**src/rtl/ddr2_arb_pkg.sv**
```systemverilog
// Shared constants for the two-client DDR2 UI arbiter: command codes,
// FSM encoding and the bit layout of the debug status byte.
package ddr2_arb_pkg;

    localparam logic [2:0] CMD_WRITE = 3'b000;
    localparam logic [2:0] CMD_READ  = 3'b001;

    typedef enum logic [1:0] {
        ST_IDLE  = 2'd0,
        ST_WR_B1 = 2'd1,
        ST_GAP   = 2'd2
    } arb_state_t;

    localparam int DBG_STATE_LO = 0;
    localparam int DBG_STATE_HI = 1;
    localparam int DBG_RR       = 2;
    localparam int DBG_FULL     = 3;
    localparam int DBG_EMPTY    = 4;
    localparam int DBG_BP       = 5;
    localparam int DBG_ORPHAN   = 7;

endpackage

```
**src/rtl/rd_tag_fifo.sv**
```systemverilog
// One-bit-wide tag FIFO recording which client issued each outstanding read.
// Push is ignored when full and pop is ignored when empty.
module rd_tag_fifo #(
    parameter int DEPTH = 16
) (
    input  logic clk,
    input  logic rst,
    input  logic push,
    input  logic push_data,
    input  logic pop,
    output logic pop_data,
    output logic full,
    output logic empty
);

    localparam int AW = $clog2(DEPTH);

    logic [DEPTH-1:0] mem;
    logic [AW-1:0]    wr_ptr;
    logic [AW-1:0]    rd_ptr;
    logic [AW:0]      count;
    logic             do_push;
    logic             do_pop;

    assign full     = (count == (AW+1)'(DEPTH));
    assign empty    = (count == '0);
    assign do_push  = push && !full;
    assign do_pop   = pop && !empty;
    assign pop_data = mem[rd_ptr];

    always_ff @(posedge clk) begin
        if (do_push) begin
            mem[wr_ptr] <= push_data;
        end
    end

    // DEPTH is a power of two, so the pointers wrap naturally.
    always_ff @(posedge clk or posedge rst) begin
        if (rst) begin
            wr_ptr <= '0;
            rd_ptr <= '0;
            count  <= '0;
        end else begin
            if (do_push) begin
                wr_ptr <= wr_ptr + AW'(1);
            end
            if (do_pop) begin
                rd_ptr <= rd_ptr + AW'(1);
            end
            case ({do_push, do_pop})
                2'b10:   count <= count + (AW+1)'(1);
                2'b01:   count <= count - (AW+1)'(1);
                default: count <= count;
            endcase
        end
    end

endmodule

```
**src/rtl/ddr2_ui_arbiter.sv**
```systemverilog
// Round-robin arbiter for two clients in front of the DDR2 controller UI.
// Issues one burst per grant and steers returned read beats by issue order.
module ddr2_ui_arbiter #(
    parameter int ADDR_W    = 31,
    parameter int DATA_W    = 128,
    parameter int TAG_DEPTH = 16
) (
    input  logic                clk0_tb,
    input  logic                rst0_tb,
    input  logic                phy_init_done,
    input  logic                app_af_afull,
    input  logic                app_wdf_afull,
    input  logic                rd_data_valid,
    input  logic [DATA_W-1:0]   rd_data_fifo_out,
    output logic [2:0]          cmd,
    output logic [ADDR_W-1:0]   address,
    output logic                af_we,
    output logic                wdf_we,
    output logic [DATA_W-1:0]   w_data,
    input  logic                c0_req,
    input  logic                c0_rnw,
    input  logic [ADDR_W-1:0]   c0_addr,
    input  logic [2*DATA_W-1:0] c0_wdata,
    output logic                c0_ack,
    output logic                c0_rvalid,
    output logic [DATA_W-1:0]   c0_rdata,
    input  logic                c1_req,
    input  logic                c1_rnw,
    input  logic [ADDR_W-1:0]   c1_addr,
    input  logic [2*DATA_W-1:0] c1_wdata,
    output logic                c1_ack,
    output logic                c1_rvalid,
    output logic [DATA_W-1:0]   c1_rdata,
    output logic [7:0]          debug
);

    import ddr2_arb_pkg::*;

    // Client handshake: a client raises req with rnw/addr/wdata and holds them
    // stable until it sees its one-cycle ack; in that ack cycle it may drop or
    // change the request. The GAP state means the changed request is always the
    // one sampled next, so a held req is simply treated as a new request.

    arb_state_t state, state_next;
    logic       rr, rr_next;

    logic              elig0, elig1, grant, win, win_rnw;
    logic [ADDR_W-1:0] win_addr;
    logic [2*DATA_W-1:0] win_wdata;

    logic [DATA_W-1:0] beat1_q, beat1_d;
    logic [2:0]        cmd_d;
    logic [ADDR_W-1:0] address_d;
    logic              af_we_d, wdf_we_d, ack0_d, ack1_d;
    logic [DATA_W-1:0] w_data_d;

    logic tag_push, tag_pop, tag_head, tag_full, tag_empty;
    logic bp, orphan_err;
    logic [7:0] debug_d;

    always_comb begin
        elig0 = 1'b0;
        elig1 = 1'b0;
        if (state == ST_IDLE && phy_init_done && !app_af_afull) begin
            elig0 = c0_req && (c0_rnw ? !tag_full : !app_wdf_afull);
            elig1 = c1_req && (c1_rnw ? !tag_full : !app_wdf_afull);
        end
    end

    assign grant     = elig0 || elig1;
    assign win       = (elig0 && elig1) ? rr : elig1;
    assign win_rnw   = win ? c1_rnw : c0_rnw;
    assign win_addr  = win ? c1_addr : c0_addr;
    assign win_wdata = win ? c1_wdata : c0_wdata;
    assign tag_push  = grant && win_rnw;

    always_comb begin
        state_next = state;
        rr_next    = rr;
        beat1_d    = beat1_q;
        cmd_d      = 3'b000;
        address_d  = '0;
        af_we_d    = 1'b0;
        wdf_we_d   = 1'b0;
        w_data_d   = '0;
        ack0_d     = 1'b0;
        ack1_d     = 1'b0;
        case (state)
            ST_IDLE: begin
                if (grant) begin
                    rr_next   = ~win;
                    af_we_d   = 1'b1;
                    address_d = win_addr;
                    ack0_d    = !win;
                    ack1_d    = win;
                    if (win_rnw) begin
                        cmd_d      = CMD_READ;
                        state_next = ST_GAP;
                    end else begin
                        cmd_d      = CMD_WRITE;
                        wdf_we_d   = 1'b1;
                        w_data_d   = win_wdata[DATA_W-1:0];
                        beat1_d    = win_wdata[2*DATA_W-1:DATA_W];
                        state_next = ST_WR_B1;
                    end
                end
            end
            ST_WR_B1: begin
                cmd_d      = CMD_WRITE;
                address_d  = address;
                wdf_we_d   = 1'b1;
                w_data_d   = beat1_q;
                state_next = ST_GAP;
            end
            ST_GAP: begin
                state_next = ST_IDLE;
            end
            default: begin
                state_next = ST_IDLE;
            end
        endcase
    end

    always_ff @(posedge clk0_tb or posedge rst0_tb) begin
        if (rst0_tb) begin
            state   <= ST_IDLE;
            rr      <= 1'b0;
            beat1_q <= '0;
            cmd     <= 3'b000;
            address <= '0;
            af_we   <= 1'b0;
            wdf_we  <= 1'b0;
            w_data  <= '0;
            c0_ack  <= 1'b0;
            c1_ack  <= 1'b0;
        end else begin
            state   <= state_next;
            rr      <= rr_next;
            beat1_q <= beat1_d;
            cmd     <= cmd_d;
            address <= address_d;
            af_we   <= af_we_d;
            wdf_we  <= wdf_we_d;
            w_data  <= w_data_d;
            c0_ack  <= ack0_d;
            c1_ack  <= ack1_d;
        end
    end

    // The tag is released only after the second beat of the burst.
    assign tag_pop = rd_data_valid && !tag_empty && bp;

    rd_tag_fifo #(
        .DEPTH(TAG_DEPTH)
    ) u_tag_fifo (
        .clk       (clk0_tb),
        .rst       (rst0_tb),
        .push      (tag_push),
        .push_data (win),
        .pop       (tag_pop),
        .pop_data  (tag_head),
        .full      (tag_full),
        .empty     (tag_empty)
    );

    always_ff @(posedge clk0_tb or posedge rst0_tb) begin
        if (rst0_tb) begin
            c0_rvalid  <= 1'b0;
            c1_rvalid  <= 1'b0;
            c0_rdata   <= '0;
            c1_rdata   <= '0;
            bp         <= 1'b0;
            orphan_err <= 1'b0;
        end else begin
            c0_rvalid <= 1'b0;
            c1_rvalid <= 1'b0;
            if (rd_data_valid) begin
                if (tag_empty) begin
                    orphan_err <= 1'b1;
                end else begin
                    bp <= ~bp;
                    if (tag_head) begin
                        c1_rvalid <= 1'b1;
                        c1_rdata  <= rd_data_fifo_out;
                    end else begin
                        c0_rvalid <= 1'b1;
                        c0_rdata  <= rd_data_fifo_out;
                    end
                end
            end
        end
    end

    always_comb begin
        debug_d = '0;
        debug_d[DBG_STATE_HI:DBG_STATE_LO] = state;
        debug_d[DBG_RR]     = rr;
        debug_d[DBG_FULL]   = tag_full;
        debug_d[DBG_EMPTY]  = tag_empty;
        debug_d[DBG_BP]     = bp;
        debug_d[DBG_ORPHAN] = orphan_err;
    end

    // Registered status, so it reads all-zero in reset and trails by a cycle.
    always_ff @(posedge clk0_tb or posedge rst0_tb) begin
        if (rst0_tb) begin
            debug <= '0;
        end else begin
            debug <= debug_d;
        end
    end

endmodule

```
**config.mk**
```make
export PLATFORM = sky130hd
export DESIGN_NAME = ddr2_ui_arbiter
export DESIGN_NICKNAME = d
export VERILOG_FILES = /design/src/rtl/ddr2_arb_pkg.sv /design/src/rtl/rd_tag_fifo.sv /design/src/rtl/ddr2_ui_arbiter.sv
export SDC_FILE = /design/constraint.sdc
export NUM_CORES = 1
export LEC_CHECK = 0
export ABC_CLOCK_PERIOD_IN_PS = 45300
export CAP_MARGIN = 10
export CELL_PAD_IN_SITES_DETAIL_PLACEMENT = 1
export CELL_PAD_IN_SITES_GLOBAL_PLACEMENT = 1
export CORE_AREA = 2 2 448 450
export CTS_BUF_LIST = sky130_fd_sc_hd__clkbuf_16
export CTS_CLUSTER_DIAMETER = 30
export DETAILED_ROUTE_END_ITERATION = 12
export DIE_AREA = 0 0 450 452
export PLACE_DENSITY = 0.49
export SETUP_SLACK_MARGIN = 0.1
export SYNTH_ARGS = -nofsm -noshare
export SYNTH_HDL_FRONTEND = slang
export SYNTH_SLANG_ARGS = --single-unit
```
**constraint.sdc**
```tcl
create_clock -name clk0_tb -period 45.3 [get_ports clk0_tb]
set_input_delay 9.06 -clock clk0_tb [delete_from_list [all_inputs] [get_ports clk0_tb]]
set_output_delay 9.06 -clock clk0_tb [all_outputs]
set_load 0.01 [all_outputs]
```
==> run_results.csv <==
group,metric,value,unit
synthesis,synth_top_family_by_area,"multiplexers",
synthesis,seq_area_frac_synth,58.7,%
synthesis,synth-simple-area-share,3.93,%
timing,holdWs,0.382,ns
die,io_pins,1144,
cts,hold_buffers,0,
worst_setup_path,rrSetupSlack,38.86,ns
die,fp.dieW,450,um
synthesis,synth_seq_cells,591,
synthesis,synth_flop_cell,"dfrtp_1",
worst_setup_path,crit_path_frequent_cell,"buf_4",
pwr,leakage,18.6,nW
synthesis,synth_edf_count,16,
cts,clock-sinks,591,
timing,finalCriticalPeriod,14.47,ns
routing,firstDrtPassIters,4,
pwr,power-per-cell-area,64.5,nW/um^2
global_routing,grt_first_pass_wirelength,175000,um
layout,fillerInstances,22185,
cts,cts-root-buf,"clkbuf_16",
cts,clkTransAtPathRegs,0.04,ns
die,core,199000,sq um
cts,clockBufferDepth,3,
synthesis,synth_largest_area_cell,"dfrtp_1",
worst_setup_path,r2r_end,"beat1_q[20]",
worst_setup_path,crit_end,"beat1_q[20]",
place,place_ws,30.01,ns
routing,num_vias,20039,
global_routing,antenna_found_initial,20,
routing,routedWlPerCell,21.4,um
worst_setup_path,rr_worst_depth,10,
timing,maxSlewViolCount,0,
global_routing,grt_pass1_vias,22292,
synthesis,synth.avg_cell_area,13.9,sq um
worst_setup_path,r2r_start,"u_tag_fifo.count[0]",
routing,drt_wl_total,126000,um
timing,finalCritPeriodShare,31.9,%
cts,cts_buffers,190,
cts,cts_tree,"yes",
cts,htree_levels,4,
cts,post_cts_buffers,0,
routing,drc,0,
timing,layout_setup_ws,30.83,ns
worst_setup_path,path_buf_inv,6,
routing,via_per_inst,3.41,
cts,cts_resized,0,
worst_setup_path,crit_arrival,15.10,ns
worst_setup_path,crit_type,"input port to register",
synthesis,yosysUniqueCellTypes,45,
synthesis,synth_xor_area_share,0.449,%
layout,layout-drive-gt1-share,25.7,%
worst_setup_path,endpoint_kind,"register",
worst_setup_path,worst_path_max_delay_cell,"buf_4",
routing,final_antenna_net_count,0,
min_path,hold_class,"register to register",
worst_setup_path,worst_ep_required_time,45.93,ns
synthesis,syn_area,25300,sq um
timing,fin_skew,0.0521,ns
synthesis,synth_area_leaders,"dfrtp_1 57%, mux2_2 18%, mux2_4 5.9%, mux2i_1 5.2%, nand2_1 2.9%",
min_path,whs_path_depth,0,
synthesis,synth_top_area_share,56.8,%
global_routing,gr-total-overflow,0,
pwr,ir_drop,0.0346,mV
layout,final_core_util,23.3,%
status,status,"completed",
layout,layout_commonest_cell,"clkdlybuf4s50_1",
global_routing,grt_max_degree,129,
routing,drt_iter0_drc,812,
synthesis,postSynthCellCount,1819,
layout,area_growth_syn_to_layout,82.3,%
cts,clk_latency,0.80,ns
job,maxCapViolations,0,
die,die-area,203000,sq um
worst_setup_path,path_depth,10,
timing,tns,0,ns
worst_setup_path,critPathLaunch,"app_af_afull",
die,start_util,12.8,%
place,dp_hpwl,97300,um
worst_setup_path,crit_family,"buffers and inverters",
worst_setup_path,cp_max_fo,61,
worst_setup_path,slowest_delay,0.90,ns
timing,relSlewSlack,24.0,%
synthesis,synth-compound-area-share,4.16,%
worst_setup_path,cp-start-kind,"input port",
die,rows,164,
place,placedCellCount,5522,
timing,worst_pin_slew,1.14,ns
global_routing,grtUsageTotal,12.1,%
place,gp_congestion,0.834,
synthesis,synthAdderAreaFrac,0.444,%
timing,grt_setup_unrepaired,"false",
worst_setup_path,path_cells,"clkdlybuf4s50_1 -> or4b_2 -> nor3_2 -> buf_4 -> buf_4 -> buf_4 -> buf_4 -> buf_4 -> mux2_2 -> mux2_4",
layout,layout_common_cells,"1140 x clkdlybuf4s50_1, 575 x dfrtp_1, 416 x mux2_2, 196 x nand2_1, 190 x clkbuf_16",
synthesis,muxShareOfSynthArea,29.8,%
layout,instances_no_fill,5884,
place,port_buffers,1140,
timing,max_freq,69.1,MHz
die,chipHeight,452,um
synthesis,async_flop_share,97.3,%
synthesis,yosys_warnings,0,
layout,nNetsFinal,3779,
timing,setup_violations,0,
timing,hold_violations,0,
cell type report:
class                   instances  area [sq um]  share of cell area, %
repair buffers               1165         11600                   25.2
well taps                    2656          3320                   7.19
inverters                      11          56.3                  0.122
diodes                         12          30.0                 0.0650
flip-flops and latches        591         14900                   32.2
clock buffers                 190          4750                   10.3
clock inverters               160          1650                   3.57
multi-input cells            1099          9900                   21.4
registers in the layout, summed over array words and instances (netlist names), 2 cells and up:
| name | cells |
|---|---|
| u_tag_fifo.wr_ptr | 4 |
| u_tag_fifo.count | 5 |
| w_data | 128 |
| u_tag_fifo.mem | 16 |
| address | 31 |
| beat1_q | 128 |
| state | 2 |
| c1_rdata | 128 |
| c0_rdata | 128 |
| debug | 7 |
| u_tag_fifo.rd_ptr | 4 |
cells by family after synthesis:
kind of cell    after synthesis
other cells                   1
fa+ha+maj                     9
mux                         650
simple gates                239
compound gates              185
buf+inv                     131
flops                       591
xor+xnor                     13
metal layers:
layer  share of wire (%)  track usage (%)  vias up
met5               0.031                0        -
met4                 2.0             3.96        6
met3                 6.5             3.91      173
met2                  55             22.7      752
met1                  36             12.6    10121
li1                    -                -     8987
report_power, final:
part / switching, W / internal (W)
registers: 0.000113 / 0.000721
clock network: 0.000399 / 0.000895
logic: 0.000343 / 0.000510
total: 0.000855 / 0.00213
worst reg2reg max path, cell delays in order, from the launching register on:
cell and delay (ns):
dfrtp_1 0.44, or4_1 0.73, o2111a_1 0.39, nor3_2 0.15, buf_4 0.57, buf_4 0.75, buf_4 0.80, buf_4 0.94
buf_4 0.82, mux2_2 0.44, mux2_4 0.25
worst min-delay path by stage:
stage / end / start
after floorplan: debug[7] / orphan_err
after global placement: debug[7] / orphan_err
after detailed placement: debug[7] / orphan_err
after CTS: debug[7] / orphan_err
after global routing: debug[7] / orphan_err
final: debug[7] / orphan_err
cells in the mapped netlist (6+ instances only):
| cell type | instances |
|---|---|
| nor2_1 | 7 |
| buf_1 | 6 |
| mux2i_1 | 131 |
| and2_1 | 6 |
| xnor2_1 | 6 |
| xor2_1 | 7 |
| inv_1 | 10 |
| ha_1 | 9 |
| o21ai_0 | 134 |
| nand2_1 | 197 |
| buf_4 | 8 |
| mux2_4 | 100 |
| buf_2 | 17 |
| and3_1 | 12 |
| dfrtp_1 | 575 |
| clkbuf_1 | 77 |
| buf_6 | 12 |
| a22oi_1 | 30 |
| mux2_2 | 416 |
| edfxtp_1 | 16 |
stage by stage:
step	cell area, sq um	total power (W)
after floorplan	25400	0.00122
after CTS	46200	0.00305
after detailed placement	39800	0.00172
after global placement	39800	0.00170
after global routing	46200	0.00314
final	46200	0.00298
No activity file was read; power rests on OpenSTA's default activity.
